`config.mk`:
```
export PLATFORM = sky130hd
export DESIGN_NAME = commit_trace_buffer
export DESIGN_NICKNAME = d
export VERILOG_FILES = /design/src/rtl/commit_trace_buffer_pkg.sv /design/src/rtl/commit_trace_fifo.sv /design/src/rtl/commit_trace_buffer.sv
export SDC_FILE = /design/constraint.sdc
export NUM_CORES = 1
export LEC_CHECK = 0
export BUFFER_PORTS_ARGS = -buffer_cell sky130_fd_sc_hd__buf_2
export CORE_AREA = 2 2 317 319
export CTS_CLUSTER_SIZE = 12
export DETAILED_ROUTE_END_ITERATION = 12
export DIE_AREA = 0 0 319 321
export PLACE_DENSITY_LB_ADDON = 0.12
export RECOVER_POWER = 25
export SLEW_MARGIN = 20
export SYNTH_ARGS = -nofsm -noshare
export SYNTH_HDL_FRONTEND = slang
export SYNTH_SLANG_ARGS = --single-unit
```
`constraint.sdc`:
```
create_clock -name clk -period 4.75 [get_ports clk]
set_input_delay 0.95 -clock clk [delete_from_list [all_inputs] [get_ports clk]]
set_output_delay 0.95 -clock clk [all_outputs]
set_load 0.1 [all_outputs]
```
`src/rtl/commit_trace_buffer_pkg.sv`:
```
// Shared constants and FSM state encoding for the commit trace buffer.
package commit_trace_buffer_pkg;

    localparam int unsigned REG_ADDR_W = 5;
    localparam int unsigned DROP_W     = 16;
    localparam int unsigned TIME_W     = 32;
    localparam int unsigned STATE_W    = 2;

    typedef enum logic [STATE_W-1:0] {
        TRACE_IDLE  = 2'd0,
        TRACE_ARMED = 2'd1,
        TRACE_RUN   = 2'd2,
        TRACE_DONE  = 2'd3
    } trace_state_e;

endpackage

```
`src/rtl/commit_trace_fifo.sv`:
```
// First-word-fall-through FIFO with registered storage and wrap-bit pointers.
module trace_fifo #(
    parameter int unsigned WIDTH = 69,
    parameter int unsigned DEPTH = 16
) (
    input  logic             clk,
    input  logic             rst,
    input  logic             flush,
    input  logic             push,
    input  logic [WIDTH-1:0] din,
    input  logic             pop,
    output logic [WIDTH-1:0] dout,
    output logic             full,
    output logic             empty
);

    localparam int unsigned AW    = $clog2(DEPTH);
    localparam int unsigned PTR_W = AW + 1;

    logic [WIDTH-1:0] mem [DEPTH];
    logic [PTR_W-1:0] wr_ptr;
    logic [PTR_W-1:0] rd_ptr;
    logic             do_push;
    logic             do_pop;

    assign empty   = (wr_ptr == rd_ptr);
    assign full    = (wr_ptr[AW] != rd_ptr[AW]) && (wr_ptr[AW-1:0] == rd_ptr[AW-1:0]);
    assign do_pop  = pop && !empty && !flush;
    // A full FIFO still accepts a push when the head leaves in the same cycle.
    assign do_push = push && !flush && (!full || do_pop);
    assign dout    = empty ? '0 : mem[rd_ptr[AW-1:0]];

    always_ff @(posedge clk) begin
        if (do_push) begin
            mem[wr_ptr[AW-1:0]] <= din;
        end
    end

    always_ff @(posedge clk) begin
        if (!rst || flush) begin
            wr_ptr <= '0;
            rd_ptr <= '0;
        end else begin
            if (do_push) begin
                wr_ptr <= wr_ptr + PTR_W'(1);
            end
            if (do_pop) begin
                rd_ptr <= rd_ptr + PTR_W'(1);
            end
        end
    end

endmodule

```
`src/rtl/commit_trace_buffer.sv`:
```
// Trigger-started capture of register writebacks into a drainable trace FIFO.
// Define TRACE_TIMESTAMP_EN to tag each entry with a free-running cycle count.
module commit_trace_buffer
    import commit_trace_buffer_pkg::*;
#(
    parameter int unsigned WORD_SIZE    = 32,
    parameter int unsigned DEPTH        = 16,
    parameter bit          STOP_ON_FULL = 1'b1
) (
    input  logic                  clk,
    input  logic                  rst,
    input  logic [WORD_SIZE-1:0]  prog_count,
    input  logic                  reg_write,
    input  logic [REG_ADDR_W-1:0] write_reg_addr,
    input  logic [WORD_SIZE-1:0]  write_reg_data,
    input  logic [WORD_SIZE-1:0]  trig_pc,
    input  logic                  arm,
    input  logic                  clear,
    input  logic                  trace_ready,
    output logic                  trace_valid,
    output logic [WORD_SIZE-1:0]  trace_pc,
    output logic [REG_ADDR_W-1:0] trace_addr,
    output logic [WORD_SIZE-1:0]  trace_data,
`ifdef TRACE_TIMESTAMP_EN
    output logic [TIME_W-1:0]     trace_time,
`endif
    output logic [STATE_W-1:0]    state_out,
    output logic                  overflow,
    output logic [DROP_W-1:0]     drop_count
);

    localparam int unsigned AW        = $clog2(DEPTH);
    localparam int unsigned LVL_W     = AW + 1;
    localparam int unsigned PAYLOAD_W = 2 * WORD_SIZE + REG_ADDR_W;
`ifdef TRACE_TIMESTAMP_EN
    localparam int unsigned ENTRY_W   = PAYLOAD_W + TIME_W;
`else
    localparam int unsigned ENTRY_W   = PAYLOAD_W;
`endif

    trace_state_e       state_q;
    trace_state_e       state_d;
    logic [LVL_W-1:0]   level_q;
    logic [LVL_W-1:0]   level_d;
    logic               capture_event;
    logic               trigger_hit;
    logic               push_req;
    logic               pop_req;
    logic               push_ok;
    logic               drop_now;
    logic               fifo_full;
    logic               fifo_empty;
    logic [ENTRY_W-1:0] fifo_din;
    logic [ENTRY_W-1:0] fifo_dout;

    assign capture_event = reg_write && (write_reg_addr != '0);
    assign trigger_hit   = (state_q == TRACE_ARMED) && (prog_count == trig_pc);
    assign push_req      = capture_event && !clear && ((state_q == TRACE_RUN) || trigger_hit);
    assign pop_req       = !fifo_empty && trace_ready && !clear;
    assign push_ok       = push_req && (!fifo_full || pop_req);
    assign drop_now      = push_req && fifo_full && !pop_req;
    assign level_d       = level_q + LVL_W'(push_ok) - LVL_W'(pop_req);

    assign trace_valid = !fifo_empty;
    assign state_out   = STATE_W'(state_q);

`ifdef TRACE_TIMESTAMP_EN
    logic [TIME_W-1:0] cycle_q;

    always_ff @(posedge clk) begin
        if (!rst || clear) begin
            cycle_q <= '0;
        end else begin
            cycle_q <= cycle_q + TIME_W'(1);
        end
    end

    assign fifo_din = {cycle_q, prog_count, write_reg_addr, write_reg_data};
    assign {trace_time, trace_pc, trace_addr, trace_data} = fifo_dout;
`else
    assign fifo_din = {prog_count, write_reg_addr, write_reg_data};
    assign {trace_pc, trace_addr, trace_data} = fifo_dout;
`endif

    // Capture FSM: clear dominates, arm is only honoured from IDLE/DONE.
    always_comb begin
        state_d = state_q;
        if (clear) begin
            state_d = TRACE_IDLE;
        end else begin
            case (state_q)
                TRACE_IDLE:  if (arm) state_d = TRACE_ARMED;
                TRACE_ARMED: if (trigger_hit) state_d = TRACE_RUN;
                TRACE_RUN:   if (STOP_ON_FULL && push_ok && (level_d == LVL_W'(DEPTH)))
                                 state_d = TRACE_DONE;
                TRACE_DONE:  if (arm) state_d = TRACE_ARMED;
                default:     state_d = TRACE_IDLE;
            endcase
        end
    end

    always_ff @(posedge clk) begin
        if (!rst) begin
            state_q    <= TRACE_IDLE;
            level_q    <= '0;
            overflow   <= 1'b0;
            drop_count <= '0;
        end else begin
            state_q <= state_d;
            if (clear) begin
                level_q    <= '0;
                overflow   <= 1'b0;
                drop_count <= '0;
            end else begin
                level_q <= level_d;
                if (drop_now) begin
                    overflow <= 1'b1;
                    if (drop_count != '1) begin
                        drop_count <= drop_count + DROP_W'(1);
                    end
                end
            end
        end
    end

    trace_fifo #(
        .WIDTH (ENTRY_W),
        .DEPTH (DEPTH)
    ) u_fifo (
        .clk   (clk),
        .rst   (rst),
        .flush (clear),
        .push  (push_req),
        .din   (fifo_din),
        .pop   (pop_req),
        .dout  (fifo_dout),
        .full  (fifo_full),
        .empty (fifo_empty)
    );

endmodule

```
==> impl_metrics.py <==
metrics = {
    "route": {
        "dr.first_iter.drc_count": 1758,
        "post_detailed_route_count_of_antenna_violating_nets": 0,
        "route.detailed.wl_per_inst_um": 29.2,
        "detailedRoute.firstPassIterationCount": 7,
        "vias_per_cell": 5.72,
        "post-route-drc-count": 0,
        "wirelength_um": 107000,
        "via_count": 20900,
    },
    "yosys": {
        "synth.cell_area_um2": 44200,
        "async_reset_ff_frac": 0,
        "syn_nets": 2014,
        "post_synth_num_cell_types": 44,
        "synthesis.area_per_instance_um2": 23.4,
        "synth_sequential_area_ratio": 0.767,
        "synth-warning-count": 0,
        "post_synth_inst_count": 1893,
        "ys_ff_latch": 1142,
        "synth_enable_flop_cells": 1104,
        "synth_top_flop_cell": "edfxtp_1",
    },
    "global_routing": {
        "grt_usage": 0.212,
        "first_global_vias": 22200,
        "first_pass_grt_wire_length_um": 156000,
        "grt_max_degree": 99,
        "grt_overflow": 0,
        "grt_antenna_before_repair": 8,
    },
    "placed_design": {
        "post-place-cells": 3437,
        "io_buffers": 195,
        "detailedPlacementHpwl_um": 62100,
        "gpl.final_weighted_congestion": 0.734,
        "dpl_cell_area_um2": 48500,
        "place_ws_ps": -233,
    },
    "power_and_ir_drop": {
        "power_report.internal_total_w": 0.0161,
        "fraction_of_power_spent_switching_nets": 0.199,
        "irDropWorstVdd_mv": 0.379,
        "power.switching_w": 0.00400,
        "comb_power_share": 0.017,
        "share_seq_of_total_power": 0.550,
        "clock_power_share": 0.433,
        "powerDensity_nw_per_um2": 386,
        "power.leakage_nw": 16.2,
    },
    "worst_setup_path": {
        "setup.worst_path.end_class": "primary output",
        "cp-start-kind": "flop",
        "path_class": "reg -> out",
        "worst_ep_arrival_time_ps": 3460,
        "worst-endpoint-required_ps": 3800,
        "critical_path_peak_fanout": 27,
    },
    "floorplan": {
        "die_x_um": 319,
        "core_area_um2": 99300,
        "std_cell_rows": 116,
        "ioPinCount": 196,
        "floorplan.initialDensity": 0.445,
        "floorplan.die_area_um2": 102000,
        "chipHeight_um": 321,
    },
    "timing": {
        "unrepaired_setup_endpoints_after_global_routing": "no",
        "postLayoutSetupSlackWorst_ps": 338,
        "final-max-slew-violation-count": 0,
        "slew-limit-headroom": 0.319,
        "fin_skew_ps": 20.4,
        "final.period_utilization": 0.929,
        "setup_viol_count_final": 0,
        "timing.setup.tns_ps": 0,
        "hold_viol": 0,
        "fin_worst_hold_slack_ps": 508,
        "achievable_clock_frequency_ghz": 0.227,
        "min_period_ps": 4410,
        "worstMarginPinSlew_ps": 1020,
    },
    "clock_network": {
        "path_clk_slew_ps": 60,
        "clock_tree.root_cell": "clkbuf_16",
        "cts.hold.buffers_added": 0,
        "clk_latency_ps": 700,
        "h-tree-depth": 3,
        "cts.sink_count": 1142,
        "cts_resized": 0,
        "cts_post_setup_buffers_inserted": 0,
        "cts-root-to-sink-buffers": 3,
        "tritoncts_clock_tree": "done",
        "tritoncts.num_buffers": 119,
    },
    "outcome": {
        "status": "finished clean",
    },
    "layout": {
        "postLayoutCellArea_um2": 52100,
        "layout_commonest_cell": "edfxtp_1",
        "final_nets": 2381,
        "instances_no_fill": 3650,
        "highest_count_cells_in_the_layout_ignoring_fill_and_taps": "edfxtp_1 (1104), mux4_2 (345), buf_2 (154), clkbuf_16 (120), buf_4 (78)",
        "area_growth_syn_to_layout_pct": 17.8,
        "final_layout_size_suffix_gt1_frac": 0.350,
        "fillerInstances": 7791,
    },
    "worst_hold_path": {
        "hold_path.class": "reg -> reg",
    },
    "run": {
        "maxCapViolCount": 0,
    },
}
## worst max-delay path, stage by stage (launching register included)
cell	delay [ps]
dfxtp_4	560
buf_4	290
buf_12	260
mux4_2	560
mux4_2	520
and2_1	240
buf_2	310
## flip-flops by register name, indices dropped and copies added (netlist names), named ones only
signal and cells:
u_fifo.mem 1104, drop_count 16, level_q 5, u_fifo.rd_ptr 5
u_fifo.wr_ptr 5, state_out 2, overflow 1
## worst paths after layout
check                                              startpoint                          end  slack, ps  cells past startpoint
worst max-delay path                                     flop                 trace_pc[10]        340                      6
worst min-delay path              drop_count[15]$_SDFFE_PP0P_  drop_count[15]$_SDFFE_PP0P_        510                      2
worst max register to register  u_fifo.wr_ptr[2]$_SDFFE_PP0P_    state_out[1]$_SDFFE_PP0P_        900                     12
worst min register to register    drop_count[15]$_SDFFE_PP0P_  drop_count[15]$_SDFFE_PP0P_        510                      2
## power groups by stage
stage               Combinational [W]  Clock, W  Sequential (W)
floorplan                   0.0000798         0          0.0113
global placement             0.000337         0          0.0113
detailed placement           0.000354         0          0.0113
CTS                          0.000356   0.00889          0.0110
global route                 0.000376   0.00928          0.0110
finish                       0.000341   0.00870          0.0110
## per-stage QoR
stage                     utilization  total power (W)
after global placement          0.489           0.0116
after CTS                       0.525           0.0203
after global routing            0.524           0.0207
final                           0.524           0.0201
after detailed placement        0.489           0.0116
after floorplan                     -           0.0113
## cells in the mapped netlist (2+ instances only)
cell / number / area [um2]
a21o_1: 3 / 22.5
a21oi_1: 23 / 115
and2_1: 76 / 475
and3_1: 19 / 119
and4_1: 3 / 26.3
buf_1: 4 / 15.0
buf_2: 28 / 140
clkbuf_1: 65 / 244
dfxtp_1: 38 / 761
edfxtp_1: 1104 / 33200
ha_1: 13 / 163
inv_1: 13 / 48.8
mux2i_1: 3 / 30.0
mux4_2: 345 / 7770
nand2_1: 13 / 48.8
nand2b_1: 2 / 12.5
nand3_1: 9 / 45.0
nand4_1: 12 / 75.1
nor2_1: 11 / 41.3
nor2b_1: 3 / 18.8
nor4_2: 2 / 25.0
o211ai_1: 2 / 15.0
o21a_1: 3 / 22.5
o21ai_0: 5 / 25.0
o31ai_1: 16 / 120
or3_1: 2 / 12.5
or4_1: 16 / 120
xnor2_1: 35 / 307
xor2_1: 10 / 87.6
## cell families after synthesis
| logic type | count (synthesis) | synth area share |
|---|---|---|
| simple gates | 173 | 0.0241 |
| mux | 348 | 0.176 |
| compound gates | 60 | 0.00877 |
| fa+ha+maj | 14 | 0.00413 |
| xor+xnor | 45 | 0.00892 |
| flops | 1142 | 0.767 |
| buf+inv | 111 | 0.0104 |
## layout make-up
cell class              instances  area [um2]  area share
well taps                    1298        1620      0.0312
flip-flops and latches       1142       33900       0.652
diodes                          1        2.50   0.0000481
repair buffers                344        2930      0.0563
multi-input cells             640        9920       0.191
clock buffers                 154        3130      0.0601
clock inverters                58         477     0.00916
inverters                      13        48.8    0.000937
## routing by layer
layer,share of wire,global-route usage
met4,0.017,0.0447
met2,0.50,0.357
met5,0.00063,0
met1,0.43,0.297
met3,0.045,0.0323
Power figures use the tool's default switching activity.
